`src/rtl/sync_updown_counter.sv`:
```
// Synchronous up/down modulo counter with load, clear, wrap/saturate mode,
// a combinational terminal-count flag, a one-cycle wrap pulse and a sticky overflow flag.
module sync_updown_counter #(
  parameter int WIDTH    = 4,
  parameter int MODULUS  = 16,
  parameter int SATURATE = 0
) (
  input  logic             clk,
  input  logic             reset,
  input  logic             in,
  input  logic             up,
  input  logic             clr,
  input  logic             load,
  input  logic [WIDTH-1:0] load_val,
  output logic [WIDTH-1:0] count,
  output logic             tc,
  output logic             wrap,
  output logic             ovf
);

  // Reject configurations that cannot be represented in WIDTH bits.
  generate
    if (MODULUS < 2 || longint'(MODULUS) > (longint'(1) << WIDTH)) begin : g_bad_modulus
      $error("sync_updown_counter: MODULUS out of range");
    end
    if (SATURATE != 0 && SATURATE != 1) begin : g_bad_saturate
      $error("sync_updown_counter: SATURATE must be 0 or 1");
    end
  endgenerate

  localparam logic [WIDTH-1:0] MAX_VAL = WIDTH'(MODULUS - 1);

  logic             at_top;
  logic             at_bot;
  logic [WIDTH-1:0] count_nxt;
  logic             wrap_nxt;
  logic             ovf_nxt;

  assign at_top = (count == MAX_VAL);
  assign at_bot = (count == '0);
  assign tc     = in & ~clr & ~load & ((up & at_top) | (~up & at_bot));

  always_comb begin
    count_nxt = count;
    wrap_nxt  = 1'b0;
    ovf_nxt   = ovf;
    if (clr) begin
      count_nxt = '0;
      ovf_nxt   = 1'b0;
    end else if (load) begin
      count_nxt = (load_val > MAX_VAL) ? MAX_VAL : load_val;
    end else if (in) begin
      if (up) begin
        if (!at_top) begin
          count_nxt = count + WIDTH'(1);
        end else begin
          ovf_nxt = 1'b1;
          if (SATURATE == 0) begin
            count_nxt = '0;
            wrap_nxt  = 1'b1;
          end
        end
      end else begin
        if (!at_bot) begin
          count_nxt = count - WIDTH'(1);
        end else begin
          ovf_nxt = 1'b1;
          if (SATURATE == 0) begin
            count_nxt = MAX_VAL;
            wrap_nxt  = 1'b1;
          end
        end
      end
    end
  end

  always_ff @(posedge clk or posedge reset) begin
    if (reset) begin
      count <= '0;
      wrap  <= 1'b0;
      ovf   <= 1'b0;
    end else begin
      count <= count_nxt;
      wrap  <= wrap_nxt;
      ovf   <= ovf_nxt;
    end
  end

endmodule
```
`config.mk`:
```
export PLATFORM = sky130hd
export DESIGN_NAME = sync_updown_counter
export DESIGN_NICKNAME = d
export VERILOG_FILES = /design/src/rtl/sync_updown_counter.sv
export SDC_FILE = /design/constraint.sdc
export NUM_CORES = 1
export LEC_CHECK = 0
export CELL_PAD_IN_SITES_DETAIL_PLACEMENT = 1
export CELL_PAD_IN_SITES_GLOBAL_PLACEMENT = 1
export CORE_MARGIN = 2
export CORE_UTILIZATION = 32
export DETAILED_ROUTE_END_ITERATION = 16
export PLACE_DENSITY = 0.81
export RECOVER_POWER = 50
export REMOVE_ABC_BUFFERS = 1
export SETUP_SLACK_MARGIN = 0.02
export SYNTH_ARGS = -nofsm -noshare
export SYNTH_HDL_FRONTEND = slang
export SYNTH_SLANG_ARGS = --single-unit
export TNS_END_PERCENT = 5
```
`constraint.sdc`:
```
create_clock -name clk -period 2.7 [get_ports clk]
set_input_delay 0.54 -clock clk [delete_from_list [all_inputs] [get_ports clk]]
set_output_delay 0.54 -clock clk [all_outputs]
set_load 0.1 [all_outputs]
```
==> results of run 1 <==
logic make-up (layout without fill, tap and decap cells):
kind of cell,Yosys count,in the layout,share of synthesized area (%)
mux,2,2,4.20
buf+inv,9,35,10.8
simple gates,20,20,21.8
compound gates,14,14,22.8
flops,6,6,31.5
xor+xnor,2,2,3.68
fa+ha+maj,2,2,5.25
layout make-up:
| type | count | area share [%] |
|---|---|---|
| clock buffer | 3 | 3.11 |
| tap | 15 | 2.60 |
| timing repair buffer | 27 | 31.1 |
| sequential | 6 | 20.8 |
| multi-input combinational | 40 | 39.8 |
| inverter | 5 | 2.60 |
power groups by stage:
| stage | registers, mW | clock network (mW) | logic, mW |
|---|---|---|---|
| final | 0.100 | 0.0819 | 0.145 |
| after global placement | 0.102 | 0 | 0.143 |
| after global routing | 0.101 | 0.0908 | 0.154 |
| after CTS | 0.100 | 0.0865 | 0.147 |
| after floorplan | 0.149 | 0 | 0.0400 |
| after detailed placement | 0.102 | 0 | 0.145 |
per-stage QoR:
step / setup WS, ns / utilization [%] / area, µm²
global placement: -0.0139 / 51.9 / 701
finish: 0.142 / 53.6 / 723
CTS: 0.133 / 54.4 / 734
floorplan: -1.46 / - / 444
detailed placement: -0.0245 / 51.9 / 701
global route: 0.0465 / 53.6 / 723
worst max-delay path, cell delays in order (launching register included):
cell and delay, ns:
dfrtp_1 0.40, inv_1 0.08, ha_1 0.17, or4b_4 0.49, a2111oi_4 0.29, buf_4 0.17
buf_12 0.16
state kept, by name, summed over array words and instances (netlist names):
name and flops:
ovf 1, wrap 1, count 4
per-layer routing:
metal | part of all wire, % | up-vias | global-route usage, %
li1 | - | 253 | -
met1 | 49 | 247 | 22.7
met2 | 48 | 11 | 28.9
met3 | 2.8 | 2 | 2.59
met4 | 0.65 | 0 | 9.38
met5 | 0 | - | 0
worst max path at each step:
stage	cells after the start	from	end
6_report	6	count[0]$_DFFE_PP0P_	tc
5_1_grt	6	count[0]$_DFFE_PP0P_	tc
4_1_cts	6	count[0]$_DFFE_PP0P_	tc
3_5_place_dp	5	up	tc
3_3_place_gp	5	up	tc
2_1_floorplan	4	count[0]$_DFFE_PP0P_	tc
synthesized netlist by cell type:
cell | instances | area (µm²)
a2111oi_0 | 1 | 8.76
a2111oi_2 | 2 | 30.0
a211oi_1 | 1 | 7.51
a21oi_1 | 5 | 25.0
a311oi_1 | 1 | 8.76
a31oi_1 | 1 | 6.26
a41o_1 | 1 | 10.0
and3_1 | 1 | 6.26
and3_2 | 1 | 7.51
buf_2 | 2 | 10.0
buf_6 | 2 | 22.5
dfrtp_1 | 6 | 150
ha_1 | 2 | 25.0
inv_1 | 5 | 18.8
mux2i_1 | 2 | 20.0
nand2_1 | 4 | 15.0
nand4_1 | 1 | 6.26
nor2_1 | 7 | 26.3
nor3_1 | 3 | 15.0
nor3b_1 | 1 | 7.51
nor4_1 | 1 | 6.26
o211ai_1 | 1 | 7.51
o21ai_1 | 1 | 5.00
or4b_4 | 1 | 13.8
xnor2_1 | 1 | 8.76
xor2_1 | 1 | 8.76
repair_timing:
action	CTS	global route
hold buffers	0	0
setup endpoints to repair	1	0
gates resized for setup	2	0
==> flow_summary.json, run 1 <==
{
  "dp.cells": 93,
  "ys_ff_latch": 6,
  "layout_common_cells": "14 x buf_4, 7 x nor2_1, 7 x clkdlybuf4s50_1",
  "finalCritPeriodShare_pct": 94.8,
  "drt_iter0_markers": 6,
  "numPortBuffers": 16,
  "switching_share_pct": 39.4,
  "clk_pin_slew_ns": 0.05,
  "rr_startpoint": "count[0]$_DFFE_PP0P_",
  "drv_cap": 0,
  "leakagePower_nw": 0.336,
  "clock_skew_ns": 0.00309,
  "min_delay_path_depth": 2,
  "final_antenna_net_count": 0,
  "holdPathEnd": "ovf$_DFFE_PP0P_",
  "grt_pass1_wl_um": 2380,
  "synth_area_um2": 477,
  "remaining_drc_errors": 0,
  "track_usage_pct": 17.9,
  "setup_viol": 0,
  "clock-sinks": 6,
  "finalNonFillerCells": 96,
  "cp.arrival_ns": 2.02,
  "rows": 13,
  "drt_wl_total_um": 1400,
  "status": "finished, final reports clean",
  "min_path_type": "reg -> reg",
  "multi_input_area_um2": 288,
  "crit_required_ns": 2.16,
  "yosys_warnings": 0,
  "whs_ns": 0.530,
  "p_seq_share_pct": 30.7,
  "hold_viol_final": 0,
  "p_int_mw": 0.198,
  "place.gp.congestion": 0.844,
  "wl_per_cell_um": 14.5,
  "netSwitchingPower_mw": 0.129,
  "grt.overflow.total": 0,
  "fill_cells": 170,
  "worst-slew-pin-transition_ns": 1.16,
  "via_count": 513,
  "cts_root_buf": "clkbuf_4",
  "total_power_mw": 0.327,
  "register_area_um2": 150,
  "synth_seq_area_share_pct": 31.5,
  "core_um2": 1350,
  "cts_setup_buffers": 0,
  "clk_latency_ns": 0.24,
  "synthDistinctLibCells": 26,
  "fmax_mhz": 391,
  "cellPowerDensity_nw_per_um2": 453,
  "antenna_cells": 0,
  "p_clk_share_pct": 25.0,
  "area_growth_pct": 51.7,
  "grt_setup_unrepaired": "no",
  "nets": 95,
  "finalSetupTns_ns": 0,
  "layout-drive-gt1-share_pct": 27.2,
  "peakVddDrop_v": 0.000176,
  "cts_tree": "built",
  "numCtsBuffers": 3,
  "comb_power_share_pct": 44.3,
  "fin_crit_ns": 2.56,
  "synth_cells": 55,
  "slew_violations": 0,
  "hpwl_um": 1140,
  "avgSynthCellArea_um2": 8.67,
  "min_from": "ovf$_DFFE_PP0P_",
  "reg2reg_depth": 5,
  "die_area_um2": 1810,
  "worstSetupStartpointType": "flip-flop",
  "cts_buffer_depth": 2,
  "initial_core_util_pct": 35.3,
  "grt_max_degree": 10,
  "fp.dieH_um": 42.6,
  "antenna_found_initial": 0,
  "cp-end-kind": "output port",
  "die_w_um": 42.6,
  "mostFrequentLayoutCell": "buf_4",
  "rr_endpoint": "wrap$_DFF_PP0_",
  "viasPerCell": 5.34,
  "grt_pass1_vias": 525,
  "drt-pass1-iter-count": 2,
  "path_max_fanout": 3,
  "r2r_setup_slack_ns": 0.90,
  "path_class": "reg -> out",
  "max_slew_margin_pct": 22.9,
  "htree_levels": 1,
  "ios": 17
}
Power figures use the tool's default switching activity.
==> run 2, diff against run 1 <==
--- a/config.mk
+++ b/config.mk
@@ -11,7 +11,7 @@
 export CORE_UTILIZATION = 32
 export DETAILED_ROUTE_END_ITERATION = 16
 export PLACE_DENSITY = 0.81
-export RECOVER_POWER = 50
+export RECOVER_POWER = 25
 export REMOVE_ABC_BUFFERS = 1
 export SETUP_SLACK_MARGIN = 0.02
 export SYNTH_ARGS = -nofsm -noshare
==> flow_summary.json, run 2 (synthesized netlist as in run 1, its figures left out) <==
{
  "finalNonFillerCells": 96,
  "wl_per_cell_um": 14.6,
  "die_area_um2": 1810,
  "cp-end-kind": "output port",
  "dp.cells": 93,
  "hold_viol_final": 0,
  "largest_register_ffs": 4,
  "setup_viol": 0,
  "final_antenna_net_count": 0,
  "worst-slew-pin-transition_ns": 0.358,
  "track_usage_pct": 17.9,
  "place.gp.congestion": 0.844,
  "startpoint": "count[0]$_DFFE_PP0P_",
  "peakVddDrop_v": 0.000176,
  "initial_core_util_pct": 35.3,
  "min_path_type": "reg -> reg",
  "clock_skew_ns": 0.00244,
  "fin_ws_ns": 0.142,
  "via_count": 513,
  "fin_crit_ns": 2.56,
  "top_register": "count",
  "finalCritPeriodShare_pct": 94.7,
  "layout_common_cells": "17 x buf_4, 7 x nor2_1, 7 x clkdlybuf4s50_1",
  "slew_violations": 0,
  "grt.overflow.total": 0,
  "drt-pass1-iter-count": 2,
  "htree_levels": 1,
  "clk_pin_slew_ns": 0.05,
  "hpwl_um": 1140,
  "max_slew_margin_pct": 75.5,
  "worstSetupStartpointType": "flip-flop",
  "worstPathCellList": "inv_1, ha_1, or4b_4, a2111oi_4, buf_4, buf_12",
  "final_util_pct": 54.4,
  "ios": 17,
  "cpLargestDelayFamily": "simple AND/OR/NAND/NOR gates",
  "drt_wl_total_um": 1400,
  "fmax_mhz": 391,
  "remaining_drc_errors": 0,
  "grt_setup_unrepaired": "no",
  "cellPowerDensity_nw_per_um2": 448,
  "drt_iter0_markers": 6,
  "grt_pass1_vias": 525,
  "area_growth_pct": 54.1,
  "viasPerCell": 5.34,
  "die_w_um": 42.6,
  "fp.dieH_um": 42.6,
  "crit_required_ns": 2.16,
  "numCtsBuffers": 3,
  "numPortBuffers": 16,
  "path_max_fanout": 3,
  "grt_pass1_wl_um": 2380,
  "layout-drive-gt1-share_pct": 30.9,
  "rr_startpoint": "count[0]$_DFFE_PP0P_",
  "cp.arrival_ns": 2.02,
  "crit_buf_inv": 3,
  "cts_root_buf": "clkbuf_4",
  "drv_cap": 0,
  "cts_buffer_depth": 2,
  "grt_max_degree": 10,
  "antenna_found_initial": 0,
  "path_class": "reg -> out",
  "clk_latency_ns": 0.24,
  "status": "finished, final reports clean",
  "rows": 13,
  "dp_slack_ns": -0.0245,
  "antenna_cells": 0,
  "cts_tree": "built",
  "min_from": "ovf$_DFFE_PP0P_",
  "core_um2": 1350,
  "critPathSlowestCell": "or4b_4",
  "slowest_delay_ns": 0.49,
  "clock-sinks": 6,
  "mostFrequentLayoutCell": "buf_4",
  "leakagePower_nw": 0.348,
  "nets": 95,
  "reg_top3": "count x4, ovf x1, wrap x1"
}
-- run 2: changes by cell type in the layout (fill, tap and decap cells not counted) --
cell      before  now
clkbuf_1       3    0
buf_4         14   17
-- run 2: stage by stage --
step / hold slack, ns / setup TNS [ns] / area, µm² / power [mW]
finish: 0.536 / 0 / 734 / 0.329
global route: 0.542 / 0 / 734 / 0.348
CTS: 0.517 / 0 / 734 / 0.334
detailed placement: 0.535 / -0.0245 / 701 / 0.247
global placement: 0.488 / -0.0139 / 701 / 0.244
floorplan: 0.331 / -1.46 / 444 / 0.189
-- run 2: area by class of cell --
cell class / instances / area (µm²)
Fill cell: 169 / 616
Inverter: 5 / 18.8
Multi-Input combinational cell: 40 / 288
Tap cell: 15 / 18.8
Sequential cell: 6 / 150
Timing Repair Buffer: 27 / 236
Clock buffer: 3 / 22.5
-- run 2: final timing paths --
check | endpoint | slack, ns | depth (start not counted)
min in group asynchronous | count[0]$_DFFE_PP0P_ | 0.65 | 2
max reg2reg | wrap$_DFF_PP0_ | 0.90 | 5
min | ovf$_DFFE_PP0P_ | 0.54 | 2
min reg2reg | ovf$_DFFE_PP0P_ | 0.54 | 2
max in group asynchronous | count[2]$_DFFE_PP0P_ | 1.87 | 2
max | tc | 0.14 | 6
-- run 2: worst min-delay path, stage by stage (launching register included) --
cell	delay (ns)
dfrtp_1	0.36
a31oi_1	0.06
nor2_1	0.08
-- run 2: what timing repair did --
action,in CTS,in global routing
hold buffers,0,0
setup endpoints to repair,1,0
gates resized for setup,2,0
buffers inserted,0,0
-- run 2: power breakdown --
| group | internal [mW] | leakage, nW | total, mW | switching [mW] |
|---|---|---|---|---|
| sequential | 0.0961 | 0.0798 | 0.100 | 0.00441 |
| combinational | 0.0534 | 0.254 | 0.146 | 0.0930 |
| clock | 0.0502 | 0.0138 | 0.0821 | 0.0319 |
-- run 2: routing by layer --
layer | GRT usage (%) | wire (µm)
met5 | 0 | 0
met4 | 9.38 | 9
met3 | 2.59 | 38
met2 | 28.9 | 669
met1 | 22.7 | 679
==> run 3, diff against run 2 <==
--- a/config.mk
+++ b/config.mk
@@ -7,7 +7,6 @@
 export LEC_CHECK = 0
 export CELL_PAD_IN_SITES_DETAIL_PLACEMENT = 1
 export CELL_PAD_IN_SITES_GLOBAL_PLACEMENT = 1
-export CORE_MARGIN = 2
 export CORE_UTILIZATION = 32
 export DETAILED_ROUTE_END_ITERATION = 16
 export PLACE_DENSITY = 0.81
==> flow_summary.json, run 3 (synthesized netlist as in run 1, its figures left out) <==
{
  "die_area_um2": 1650,
  "rows": 13,
  "finalNonFillerCells": 95,
  "mostFrequentLayoutCell": "buf_4",
  "cts_setup_buffers": 0,
  "grt.overflow.total": 0,
  "core_um2": 1350,
  "drt_iter0_markers": 10,
  "grt_setup_unrepaired": "no",
  "htree_levels": 1,
  "wl_per_cell_um": 15.2,
  "worst-slew-pin-transition_ns": 0.399,
  "fin_ws_ns": 0.117,
  "max_slew_margin_pct": 72.7,
  "status": "finished, final reports clean",
  "dp.cells": 92,
  "drt_wl_total_um": 1450,
  "reg_top3": "count x4, ovf x1, wrap x1",
  "viasPerCell": 5.42,
  "largest_register_ffs": 4,
  "leakagePower_nw": 0.343,
  "cts_buffer_depth": 2,
  "hpwl_um": 1150,
  "cp-end-kind": "output port",
  "via_count": 515,
  "path_class": "reg -> out",
  "fp.dieH_um": 40.6,
  "worstSetupStartpointType": "flip-flop",
  "fmax_mhz": 387,
  "peakVddDrop_v": 0.000162,
  "grt_pass1_wl_um": 2320,
  "antenna_cells": 0,
  "antenna_found_initial": 0,
  "drt-pass1-iter-count": 3,
  "slew_violations": 0,
  "numCtsBuffers": 3,
  "layout-drive-gt1-share_pct": 30.0,
  "clk_latency_ns": 0.24,
  "ios": 17,
  "cts_tree": "built",
  "remaining_drc_errors": 0,
  "initial_core_util_pct": 35.3,
  "dp_slack_ns": -0.0315,
  "layout_common_cells": "16 x buf_4, 7 x nor2_1, 7 x clkdlybuf4s50_1",
  "clk_pin_slew_ns": 0.04,
  "holdBufCountCts": 0,
  "cp.arrival_ns": 2.04,
  "r2r_setup_slack_ns": 0.88,
  "top_register": "count",
  "place.gp.congestion": 0.849,
  "area_growth_pct": 52.5,
  "finalCritPeriodShare_pct": 95.7,
  "clock_skew_ns": 0.000309,
  "dpl_cell_area_um2": 693,
  "grt_max_degree": 10,
  "crit_required_ns": 2.16,
  "clock-sinks": 6,
  "nets": 94,
  "track_usage_pct": 21.5,
  "final_antenna_net_count": 0,
  "min_path_type": "reg -> reg",
  "grt_pass1_vias": 489,
  "fin_area_um2": 727,
  "cts_root_buf": "clkbuf_4",
  "fin_crit_ns": 2.58,
  "hold_viol_final": 0,
  "cellPowerDensity_nw_per_um2": 451,
  "drv_cap": 0,
  "setup_viol": 0,
  "die_w_um": 40.6,
  "numPortBuffers": 16,
  "path_max_fanout": 3
}
-- run 3: cell count changes in the layout (fill, tap and decap cells not counted) --
cell / change
buf_4: -1
-- run 3: power breakdown --
part	switching, mW	internal, mW	total, mW	leakage [nW]
Sequential	0.00495	0.0961	0.101	0.0798
Combinational	0.0939	0.0525	0.146	0.249
Clock	0.0303	0.0501	0.0804	0.0138
Total	0.129	0.199	0.328	0.343
-- run 3: area by class of cell --
class                   instances  area [µm²]
clock buffers                   3        22.5
repair buffers                 26         229
inverters                       5        18.8
flip-flops and latches          6         150
well taps                      15        18.8
multi-input cells              40         288
fillers                       169         623
-- run 3: what timing repair did --
action | 4_1_cts | 5_1_grt
gates resized for setup | 2 | 0
setup endpoints to repair | 1 | 0
endpoints found under the hold margin | 0 | 0
-- run 3: final timing paths --
check | from | endpoint | cells past startpoint
min in group asynchronous | reset | count[2]$_DFFE_PP0P_ | 2
setup reg to reg | count[0]$_DFFE_PP0P_ | count[0]$_DFFE_PP0P_ | 7
hold / removal | ovf$_DFFE_PP0P_ | ovf$_DFFE_PP0P_ | 2
hold reg to reg | ovf$_DFFE_PP0P_ | ovf$_DFFE_PP0P_ | 2
max in group asynchronous | reset | count[1]$_DFFE_PP0P_ | 2
setup / recovery | count[0]$_DFFE_PP0P_ | tc | 6
-- run 3: critical path, stage by stage (launching register included) --
cell and delay (ns):
dfrtp_1 0.41, inv_1 0.08, ha_1 0.18, or4b_4 0.50, a2111oi_4 0.30, buf_4 0.17, buf_12 0.16
-- run 3: through the flow --
stage / power (mW) / util [%] / TNS, ns / hold WS [ns]
final: 0.328 / 53.8 / 0 / 0.524
after global routing: 0.347 / 53.8 / 0 / 0.603
after CTS: 0.331 / 53.8 / 0 / 0.524
after detailed placement: 0.247 / 51.3 / -0.0315 / 0.501
after global placement: 0.244 / 51.3 / -0.0146 / 0.487
after floorplan: 0.189 / - / -1.46 / 0.331
-- run 3: metal layers --
layer	up-vias	routed length, µm	track usage, %	part of all wire, %
met5	-	0	0	0
met4	0	0	10.0	0
met3	0	36	1.67	2.5
met2	9	678	32.5	47
met1	254	731	30.1	51
li1	252	-	-	-
